`src/rtl/if_fetch_queue.sv`:
```
// -----------------------------------------------------------------------------
// if_fetch_queue
//   Instruction-fetch unit sitting between instruction memory and decode.
//   Issues one fetch request at a time, predecodes unconditional branches to
//   steer the fetch PC, honours execute-stage redirects, and buffers fetched
//   instructions (with their PCs) in a small FIFO that feeds decode.
//
// Ports:
//   clk              main clock, rising edge
//   reset            asynchronous, active-low reset
//   imem_req_*       request channel to instruction memory (valid/ready/addr)
//   imem_resp_*      in-order response from memory (valid/data)
//   redirect_*       flush + new fetch target from execute
//   instr_valid/ready/instr/instr_pc   FIFO head handshake towards decode
//   fetch_pc         current fetch PC, for observability
// -----------------------------------------------------------------------------
module if_fetch_queue #(
  parameter int               ADDR_W      = 32,
  parameter int               DATA_W      = 32,
  parameter int               QUEUE_DEPTH = 4,
  parameter logic [ADDR_W-1:0] RESET_PC   = '0,
  parameter logic [6:0]       BR_OPCODE   = 7'b1100000,
  parameter int               IMM_W       = 16
) (
  input  logic              clk,
  input  logic              reset,
  output logic              imem_req_valid,
  input  logic              imem_req_ready,
  output logic [ADDR_W-1:0] imem_req_addr,
  input  logic              imem_resp_valid,
  input  logic [DATA_W-1:0] imem_resp_data,
  input  logic              redirect_valid,
  input  logic [ADDR_W-1:0] redirect_pc,
  output logic              instr_valid,
  input  logic              instr_ready,
  output logic [DATA_W-1:0] instr,
  output logic [ADDR_W-1:0] instr_pc,
  output logic [ADDR_W-1:0] fetch_pc
);

  localparam int PTR_W = $clog2(QUEUE_DEPTH);
  localparam int CNT_W = PTR_W + 1;
  localparam logic [CNT_W-1:0] DEPTH_C = CNT_W'(QUEUE_DEPTH);

  logic [ADDR_W-1:0] fetch_pc_reg, fetch_pc_next;
  logic [ADDR_W-1:0] req_pc_reg, req_pc_next;
  logic              outstanding_reg, outstanding_next;
  logic              drop_reg, drop_next;
  logic [CNT_W-1:0]  count_reg, count_next;
  logic [PTR_W-1:0]  head_reg, head_next;
  logic [PTR_W-1:0]  tail_reg, tail_next;

  logic [DATA_W-1:0] instr_mem [QUEUE_DEPTH];
  logic [ADDR_W-1:0] pc_mem    [QUEUE_DEPTH];

  logic              req_fire;
  logic              resp_fire;
  logic              deq;
  logic              enq;
  logic              is_branch;
  logic [ADDR_W-1:0] imm_ext;

  // Requests are only offered while out of reset, with nothing in flight and
  // room in the queue for the answer, so the FIFO can never overflow.
  assign imem_req_valid = reset && !outstanding_reg && (count_reg < DEPTH_C);
  assign imem_req_addr  = fetch_pc_reg;
  assign fetch_pc       = fetch_pc_reg;

  assign instr_valid = (count_reg != '0);
  assign instr       = instr_mem[head_reg];
  assign instr_pc    = pc_mem[head_reg];

  assign req_fire  = imem_req_valid && imem_req_ready;
  // A response with nothing outstanding is stale and ignored.
  assign resp_fire = imem_resp_valid && outstanding_reg;
  assign deq       = instr_valid && instr_ready;

  assign is_branch = (imem_resp_data[31:25] == BR_OPCODE);
  assign imm_ext   = {{(ADDR_W-IMM_W){imem_resp_data[IMM_W-1]}}, imem_resp_data[IMM_W-1:0]};

  always_comb begin
    fetch_pc_next    = fetch_pc_reg;
    req_pc_next      = req_pc_reg;
    outstanding_next = outstanding_reg;
    drop_next        = drop_reg;
    count_next       = count_reg;
    head_next        = head_reg;
    tail_next        = tail_reg;
    enq              = 1'b0;

    // req_fire needs outstanding==0 and resp_fire needs outstanding==1, so
    // they never coincide.
    if (req_fire) begin
      outstanding_next = 1'b1;
      req_pc_next      = fetch_pc_reg;
    end

    if (redirect_valid) begin
      fetch_pc_next = redirect_pc;
      count_next    = '0;
      head_next     = tail_reg;
      if (resp_fire) begin
        // The in-flight request retires right here; its data is thrown away.
        outstanding_next = 1'b0;
        drop_next        = 1'b0;
      end
      // A request that stays in flight past the redirect belongs to the old
      // path, so its eventual response must be swallowed.
      if (req_fire || (outstanding_reg && !resp_fire)) begin
        drop_next = 1'b1;
      end
    end else begin
      if (resp_fire) begin
        outstanding_next = 1'b0;
        if (drop_reg) begin
          drop_next = 1'b0;
        end else begin
          enq           = 1'b1;
          fetch_pc_next = is_branch ? (req_pc_reg + imm_ext) : (req_pc_reg + ADDR_W'(4));
        end
      end
      if (deq) begin
        head_next = head_reg + 1'b1;
      end
      if (enq) begin
        tail_next = tail_reg + 1'b1;
      end
      count_next = count_reg + CNT_W'(enq) - CNT_W'(deq);
    end
  end

  always_ff @(posedge clk or negedge reset) begin
    if (!reset) begin
      fetch_pc_reg    <= RESET_PC;
      req_pc_reg      <= '0;
      outstanding_reg <= 1'b0;
      drop_reg        <= 1'b0;
      count_reg       <= '0;
      head_reg        <= '0;
      tail_reg        <= '0;
    end else begin
      fetch_pc_reg    <= fetch_pc_next;
      req_pc_reg      <= req_pc_next;
      outstanding_reg <= outstanding_next;
      drop_reg        <= drop_next;
      count_reg       <= count_next;
      head_reg        <= head_next;
      tail_reg        <= tail_next;
    end
  end

  // Storage is cleared on reset so the head outputs read zero while empty
  // after reset.
  always_ff @(posedge clk or negedge reset) begin
    if (!reset) begin
      for (int i = 0; i < QUEUE_DEPTH; i++) begin
        instr_mem[i] <= '0;
        pc_mem[i]    <= '0;
      end
    end else if (enq) begin
      instr_mem[tail_reg] <= imem_resp_data;
      pc_mem[tail_reg]    <= req_pc_reg;
    end
  end

endmodule

```
`config.mk`:
```
export PLATFORM = sky130hd
export DESIGN_NAME = if_fetch_queue
export DESIGN_NICKNAME = d
export VERILOG_FILES = /design/src/rtl/if_fetch_queue.sv
export SDC_FILE = /design/constraint.sdc
export NUM_CORES = 1
export LEC_CHECK = 0
export CAP_MARGIN = 25
export CORE_ASPECT_RATIO = 0.9
export CORE_UTILIZATION = 61
export DETAILED_ROUTE_END_ITERATION = 12
export GPL_TIMING_DRIVEN = 0
export PLACE_DENSITY = 0.86
export SYNTH_ARGS = -nofsm -noshare
export SYNTH_HDL_FRONTEND = slang
export SYNTH_SLANG_ARGS = --single-unit
```
`constraint.sdc`:
```
create_clock -name clk -period 8.9 [get_ports clk]
set_input_delay 1.78 -clock clk [delete_from_list [all_inputs] [get_ports clk]]
set_output_delay 1.78 -clock clk [all_outputs]
set_load 0.01 [all_outputs]
```
======== After elaboration in Yosys (flattened, before gate mapping) ========
Cells that the tools add are included.
storage, ports and cells
  bits in registers ....................... 329
  bits of input ports ..................... 70
  output and inout port bits .............. 130
  logic and storage cells ................. 72
operators by class
  add/sub/neg operators ................... 6
  order comparisons ....................... 4
  equality and inequality tests ........... 2
  muxes and demuxes ....................... 26
  bitwise gates (word level) .............. 3
  reduce and logical (&&, ||, !) cells .... 16
operator list
  kind                     count
  $mux W32                 9
  $bwmux W128              2
  $bmux W32 S2             2
  $demux W32 S2            1
  $add A32 B3 Y32 const B  1
  $add A32 B32 Y32         1
  $mux W1                  9
  $eq A7 B7 Y1 const B     1
  $logic_and A1 B1 Y1      7
  $ge A3 B3 Y1 const B     2
  $not A2 Y3               2
  $reduce_bool A2 Y1       3
  $add A2 B1 Y2 const B    2
  $mux W2                  2
  $reduce_and A2 Y1        2
  $add A3 B1 Y3            1
  $lt A3 B1 Y1 const B     1
  $lt A3 B3 Y1 const B     1
  $mux W3                  1
  $reduce_bool A3 Y1       1
  $sub A3 B1 Y3            1
  $logic_not A1 Y1         2
  $ne A2 B2 Y1 const B     1
  $logic_or A1 B1 Y1       1
  $not A1 Y1               1

======== Longest topological paths before layout ========
Gate-level depths: netlist of run 1.
  depth in word-level cells ............... 7
  mapped depth ............................ 12
  gate-level depth less buffers ........... 12

======== Least setup slack after synthesis of run 1 ========
Ideal clock, no wire load.
  path kind ............................... input -> register
  start ................................... input imem_resp_data[4]
  end ..................................... register fetch_pc_reg[19], in the netlist fetch_pc[19]
  setup time .............................. 0.074 ns
  arrival time ............................ 4.073 ns
  required time ........................... 8.826 ns
  slack ................................... 4.752 ns
  cell stages on the path ................. 11
  path buffers ............................ 0
  cells stage by stage .................... ha_1 -> nand2_1 -> or3b_1 -> a311o_1 -> a31oi_2 -> a31oi_1 -> o311a_1 -> xor2_1 -> a211oi_2 -> a21oi_1 -> o21ai_2
on the way
  longest elaborated chain between the ends .. 5
RTL lines
  element               line  text
  start, declared       31    input logic [DATA_W-1:0] imem_resp_data,
  $add A32 B32 Y32      119   fetch_pc_next = is_branch ? (req_pc_reg + imm_ext) : (req_pc_reg + ADDR_W'(4));
  $mux W32              119
  $mux W32              115   if (drop_reg) begin
  $mux W32              113   if (resp_fire) begin
  $mux W32              98    if (redirect_valid) begin
  end signal, assigned  142   fetch_pc_reg <= fetch_pc_next;
  end, declared         45    logic [ADDR_W-1:0] fetch_pc_reg, fetch_pc_next;
Every way passes these cells. The select of a mux whose other input is x is not followed.
A chain may end at the register's enable or synchronous reset.

======== Worst setup path in the final report of run 1 ========
  start ................................... input reset
  end ..................................... output imem_req_valid
on the way
  longest elaborated chain between the ends .. 2
RTL lines
  element                            line  text
  start, declared                    26    input logic reset,
  $logic_and A1 B1 Y1 (2 in series)  65    assign imem_req_valid = reset && !outstanding_reg && (count_reg < DEPTH_C);
  end, declared                      27    output logic imem_req_valid,
Every way passes these cells.

==> results.toml, run 1 <==
[run_status]
outcome = "finished, final reports clean"

[yosys]
seq_area_frac_synth = 0.495
synth_cell_type_count = 59
ys.flop_type = "dfrtp_1"
synthAdderAreaFrac = 0.0310
syn-num-nets = 1389
async_flop_share = 1.00
synth_seq_cells = 329
synth_top_family_by_area = "multiplexers"
synthMuxAreaShare = 0.283
synthXorXnorAreaFrac = 0.0316
synth-compound-area-share = 0.0724
netlist_area_sq_mm = 0.0166
syn_inst = 1279
ys_warn_count = 0
synth_edf_count = 0
synth-simple-area-share = 0.0483
avgSynthCellArea_sq_um = 13.0

[power]
total_leakage_power_nw = 9.28
ir_drop_mv = 0.170
power_density_mw_per_mm2 = 328

[setup_path]
crit_arrival_ns = 3.67
start_kind = "input pin"
path_class = "input pin to output pin"
cp-end-kind = "output pin"
reg2reg_depth = 7
crit_path_max_fanout = 120
cp.required_ns = 7.12

[timing]
grt_setup_unrepaired = "no"
finalCriticalPeriod_ns = 5.45
relSlewSlack = 0.354
slew_viol_final = 0
hold_violations = 0
fmax_mhz = 183
worst_slack_ns = 3.45
fin_crit_sh = 0.613
final-setup-viol-count = 0
max_slew.worst_pin.slew_ns = 0.969
fin_skew_ns = 0.00875
hold-worst-slack_ns = 0.503

[floorplan]
fp.dieH_microns = 159
ios = 200
chipWidth_microns = 176
core_sq_mm = 0.0264
die_area_sq_mm = 0.0279
rows = 56
start_util = 0.629

[global_routing]
gr-total-overflow = 0
grt_pass1_vias = 12273
grt_pass1_wl_mm = 67.9
antenna_found_initial = 1
grt_util_all_layers = 0.322
grt_start_max_net_pins = 121

[routing]
dr_total_vias = 11660
drc_errors = 0
drtIter0Drc = 814
ant_nets = 0
wire_per_inst_microns = 23.3
vias_per_cell = 6.17
drt_first_pass_iters = 5
drt-total-wl_mm = 44.0

[clock_tree]
postCtsSetupBuffers = 0
numCtsBuffers = 34
clk-insertion-delay-late_ns = 0.51
clockRootBuffer = "clkbuf_16"
cts_tree = "yes"
cts_hold_buf = 0
cts_buffer_depth = 3
path_clk_slew_ns = 0.06
cts_resized = 0
cts_htree_levels = 2
cts_num_sinks = 329

[place]
dpl.hpwl_mm = 30.4
portBuffers = 199
routabilityCongestion = 0.943
dp_slack_ns = 3.39

[layout]
layout-drive-gt1-share = 0.293
fillers = 1586
nNetsFinal = 1630
largestRegisters = "instr_mem x128, pc_mem x128"
area_delta_synth_final_pct = 21.8

[run]
maxCapViolations = 0

[worst_hold_path]
min_path_cells = 1
hp-class = "register to register"
kinds of logic after synthesis:
group,Yosys count
buffers and inverters,136
xor gates and xnor gates,60
AOI/OAI and AO/OA,186
DFF,329
adders and majority gates,40
and+or+nand+nor,174
muxes,354
cell usage in the layout, fill, tap and decap left out, types with 5 or more instances in the layout:
| cell | instances |
|---|---|
| xor2_1 | 28 |
| a22oi_1 | 5 |
| o21ai_0 | 41 |
| and3_1 | 11 |
| clkbuf_1 | 80 |
| clkbuf_8 | 9 |
| buf_1 | 9 |
| clkbuf_16 | 36 |
| a21oi_1 | 56 |
| ha_1 | 38 |
| and4_1 | 5 |
| clkdlybuf4s50_1 | 198 |
| dfrtp_1 | 329 |
| nand3_1 | 18 |
| nand4_1 | 8 |
| nand2_1 | 76 |
| mux4_2 | 64 |
| a211oi_1 | 15 |
| clkinv_2 | 6 |
| mux2_2 | 288 |
| inv_1 | 19 |
| a21o_1 | 16 |
| buf_4 | 32 |
| nor2_1 | 36 |
| o21bai_1 | 5 |
| o221ai_1 | 8 |
| xnor2_1 | 32 |
routing by layer:
metal  vias to the layer above  share of wire  GRT usage
met4                         0          0.028      0.114
met2                       453           0.49      0.526
met1                      5955           0.42      0.438
met5                         -              0          0
li1                       5161              -          -
met3                        91          0.069     0.0575
worst max-delay path, stage by stage:
cell             delay (ns)
buf_8                  0.28
buf_16                 0.43
nor3b_1                0.40
clkdlybuf4s50_1        0.62
path summary, 6_finish.rpt:
check / to / slack, ns / startpoint
min in group asynchronous: instr_mem[81] / 1.16 / reset
min: pc_mem[56] / 0.50 / pc_mem[56]
max reg2reg: pc_mem[121] / 5.49 / outstanding_reg
min reg2reg: pc_mem[56] / 0.50 / pc_mem[56]
max: imem_req_valid / 3.45 / reset
max in group asynchronous: pc_mem[23] / 6.56 / reset
area by class of cell:
cell class	instances	area, sq um	share of cell area
sequential	329	8230	0.407
multi-input combinational	814	7750	0.383
timing repair buffer	205	2130	0.105
clock buffer	49	1020	0.0503
buffer	117	561	0.0277
tap	348	435	0.0215
inverter	19	71.3	0.00352
clock inverter	7	38.8	0.00192
antenna	1	2.50	0.000124
metrics by stage:
step           power, mW  instances  setup TNS [ns]   util  instance area, sq um
6_report            6.64       1889               0  0.766                 20200
5_1_grt             6.99       1888               0  0.766                 20200
4_1_cts             6.61       1886               0  0.765                 20200
3_5_place_dp        5.22       1830               0  0.725                 19100
3_3_place_gp        5.07       1826        -2785.85  0.721                 19000
2_1_floorplan       4.16       1279               0      -                 16600
synthesized netlist by cell type, types with 3 or more instances:
cell,n,area (sq um)
dfrtp_1,329,8230
mux2_2,288,3240
nand2_1,76,285
clkbuf_1,75,282
mux4_2,64,1440
a21oi_1,56,280
o21ai_0,41,205
ha_1,38,475
nor2_1,36,135
buf_4,32,240
xnor2_1,32,280
xor2_1,28,245
inv_1,19,71.3
nand3_1,18,90.1
a21o_1,16,120
a211oi_1,15,113
and3_1,11,68.8
buf_1,9,33.8
nand4_1,8,50.1
o221ai_1,8,70.1
a22oi_1,5,37.5
and4_1,5,43.8
o21bai_1,5,37.5
a211o_1,4,35.0
a31oi_1,4,25.0
and2_1,4,25.0
nor2b_1,4,25.0
nor3_1,4,20.0
o211ai_1,4,30.0
o31ai_1,3,22.5
report_power, final:
group | switching [mW] | internal, mW
Combinational | 1.30 | 1.53
Clock | 0.569 | 0.792
Sequential | 0.401 | 2.04
Total | 2.27 | 4.36
(Power assumes the default switching activity.)
==> run 2: changes to the inputs <==
- CORE_UTILIZATION: 61 -> 51
- PLACE_DENSITY: 0.86 -> 0.77
- clock period: 8.9 -> 4.5 ns (I/O delays scaled with it)
==> run 2 against run 1 <==
Net effect: clock skew increased by 0.0060 ns; total power is 100% higher; setup slack got worse by 3.2 ns; critical endpoint is now instr_pc[21]; count of clock-buffer cells in the layout is 1 lower; final cell count grew 3.7%; sequential power is 97% higher; first-iteration DRC count is 2.2% higher.
==> results.toml, run 2 (synthesis gave the netlist of run 1 again) <==
[place]
dp.cells = 1897
portBuffers = 199
routabilityCongestion = 0.956
dpl.hpwl_mm = 29.4

[power]
internal_power_mw = 8.93
seq_power_share = 0.358
power_density_mw_per_mm2 = 655
total_leakage_power_nw = 9.33
ir_drop_mv = 0.407
sw_frac_of_total = 0.334
clockPowerShare = 0.230
p_sw_mw = 4.47
p_comb_frac = 0.412

[routing]
drt-total-wl_mm = 42.8
wire_per_inst_microns = 21.9
dr_total_vias = 11641
vias_per_cell = 5.95
ant_nets = 0
drtIter0Drc = 832
drc_errors = 0
drt_first_pass_iters = 5

[timing]
hold_violations = 0
fmax_mhz = 233
grt_setup_unrepaired = "no"
relSlewSlack = 0.353
finalCriticalPeriod_ns = 4.28
fin_skew_ns = 0.0147
final-setup-viol-count = 0
max_slew.worst_pin.slew_ns = 0.970
hold-worst-slack_ns = 0.468
fin_crit_sh = 0.952
slew_viol_final = 0

[floorplan]
ios = 200
rows = 62
start_util = 0.520
fp.dieH_microns = 173
chipWidth_microns = 192
core_sq_mm = 0.0320
die_area_sq_mm = 0.0333

[setup_path]
r2r_slack_ns = 0.90
crit_arrival_ns = 3.38
cp_cell_sequence = "clkdlybuf4s15_1 > mux4_2 > clkdlybuf4s50_1"
crit_path_max_fanout = 12
start_kind = "register"
reg2reg_depth = 7
cp.required_ns = 3.60
path_class = "register to output pin"
cp-end-kind = "output pin"
rr_endpoint = "pc_mem[24]"
max_stage_delay_ns = 0.88
path_delay_family = "buffers and inverters"
worstReg2RegStart = "outstanding_reg"
crit_path_top_delay_cell = "dfrtp_1"
crit_buf_inv = 2

[layout]
layout_common_cells = "dfrtp_1 (329), mux2_2 (288), clkdlybuf4s50_1 (198)"
area_delta_synth_final_pct = 23.1
fillers = 2457
fin_cells = 1958
layout-drive-gt1-share = 0.294
largestRegisters = "instr_mem x128, pc_mem x128"
nNetsFinal = 1629
antenna_cells = 0
final_common_cell = "dfrtp_1"

[global_routing]
grt_start_max_net_pins = 127
grt_pass1_wl_mm = 66.8
grt_pass1_vias = 11947
gr-total-overflow = 0
antenna_found_initial = 0
grt_util_all_layers = 0.261

[run]
maxCapViolations = 0

[worst_hold_path]
hp-class = "input pin to async pin"

[run_status]
outcome = "finished, final reports clean"

[clock_tree]
path_clk_slew_ns = 0.06
cts_tree = "yes"
cts_buffer_depth = 3
cts_num_sinks = 329
clk-insertion-delay-late_ns = 0.52
cts_hold_buf = 0
numCtsBuffers = 36
cts_htree_levels = 2
clockRootBuffer = "clkbuf_16"
## run 2: how the worst max path moves through the flow
| stage | start | endpoint | slack [ns] | cells after the start |
|---|---|---|---|---|
| 6_report | head_reg[0] | instr_pc[21] | 0.22 | 3 |
| 5_1_grt | head_reg[0] | instr_pc[17] | 0.09 | 3 |
| 2_1_floorplan | imem_resp_data[4] | fetch_pc[19] | 1.23 | 11 |
| 3_5_place_dp | imem_resp_data[15] | fetch_pc[22] | -0.19 | 13 |
| 4_1_cts | head_reg[0] | instr_pc[21] | 0.20 | 3 |
| 3_3_place_gp | reset | pc_mem[52] | -11.42 | 1 |
## run 2: timing repair
item / CTS / global route
endpoints found under the setup margin: 18 / 0
resized for setup: 3 / 0
setup buffers: 0 / 0
## run 2: per-layer routing
layer,vias up,share of wire,global-route usage
met4,0,0.028,0.0837
met5,-,0,0
met1,5968,0.44,0.375
met3,93,0.067,0.0431
met2,430,0.46,0.406
li1,5150,-,-
## run 2: power by group through the flow
stage	sequential (mW)	clock, mW	combinational [mW]
global placement	4.73	0	5.33
finish	4.80	3.08	5.52
CTS	4.78	3.12	5.51
global route	4.94	3.25	5.94
floorplan	4.54	0	3.69
detailed placement	4.78	0	5.49
## run 2: cell type report
cell class / count / area [sq um] / share of cell area
tap: 416 / 520 / 0.0254
inverter: 19 / 71.3 / 0.00349
clock buffer: 48 / 1020 / 0.0497
timing repair buffer: 203 / 2090 / 0.102
clock inverter: 13 / 203 / 0.00991
buffer: 116 / 571 / 0.0279
multi-input combinational: 814 / 7750 / 0.379
sequential: 329 / 8230 / 0.402
## run 2: through the flow
step | setup WS [ns] | total power [mW] | setup TNS [ns] | area (sq um) | util
after global placement | -11.42 | 10.1 | -4089.41 | 19100 | 0.598
after detailed placement | -0.194 | 10.3 | -0.442 | 19200 | 0.601
after CTS | 0.202 | 13.4 | 0 | 20400 | 0.639
after global routing | 0.0883 | 14.1 | 0 | 20500 | 0.640
after floorplan | 1.23 | 8.23 | 0 | 16600 | -
final | 0.217 | 13.4 | 0 | 20500 | 0.640
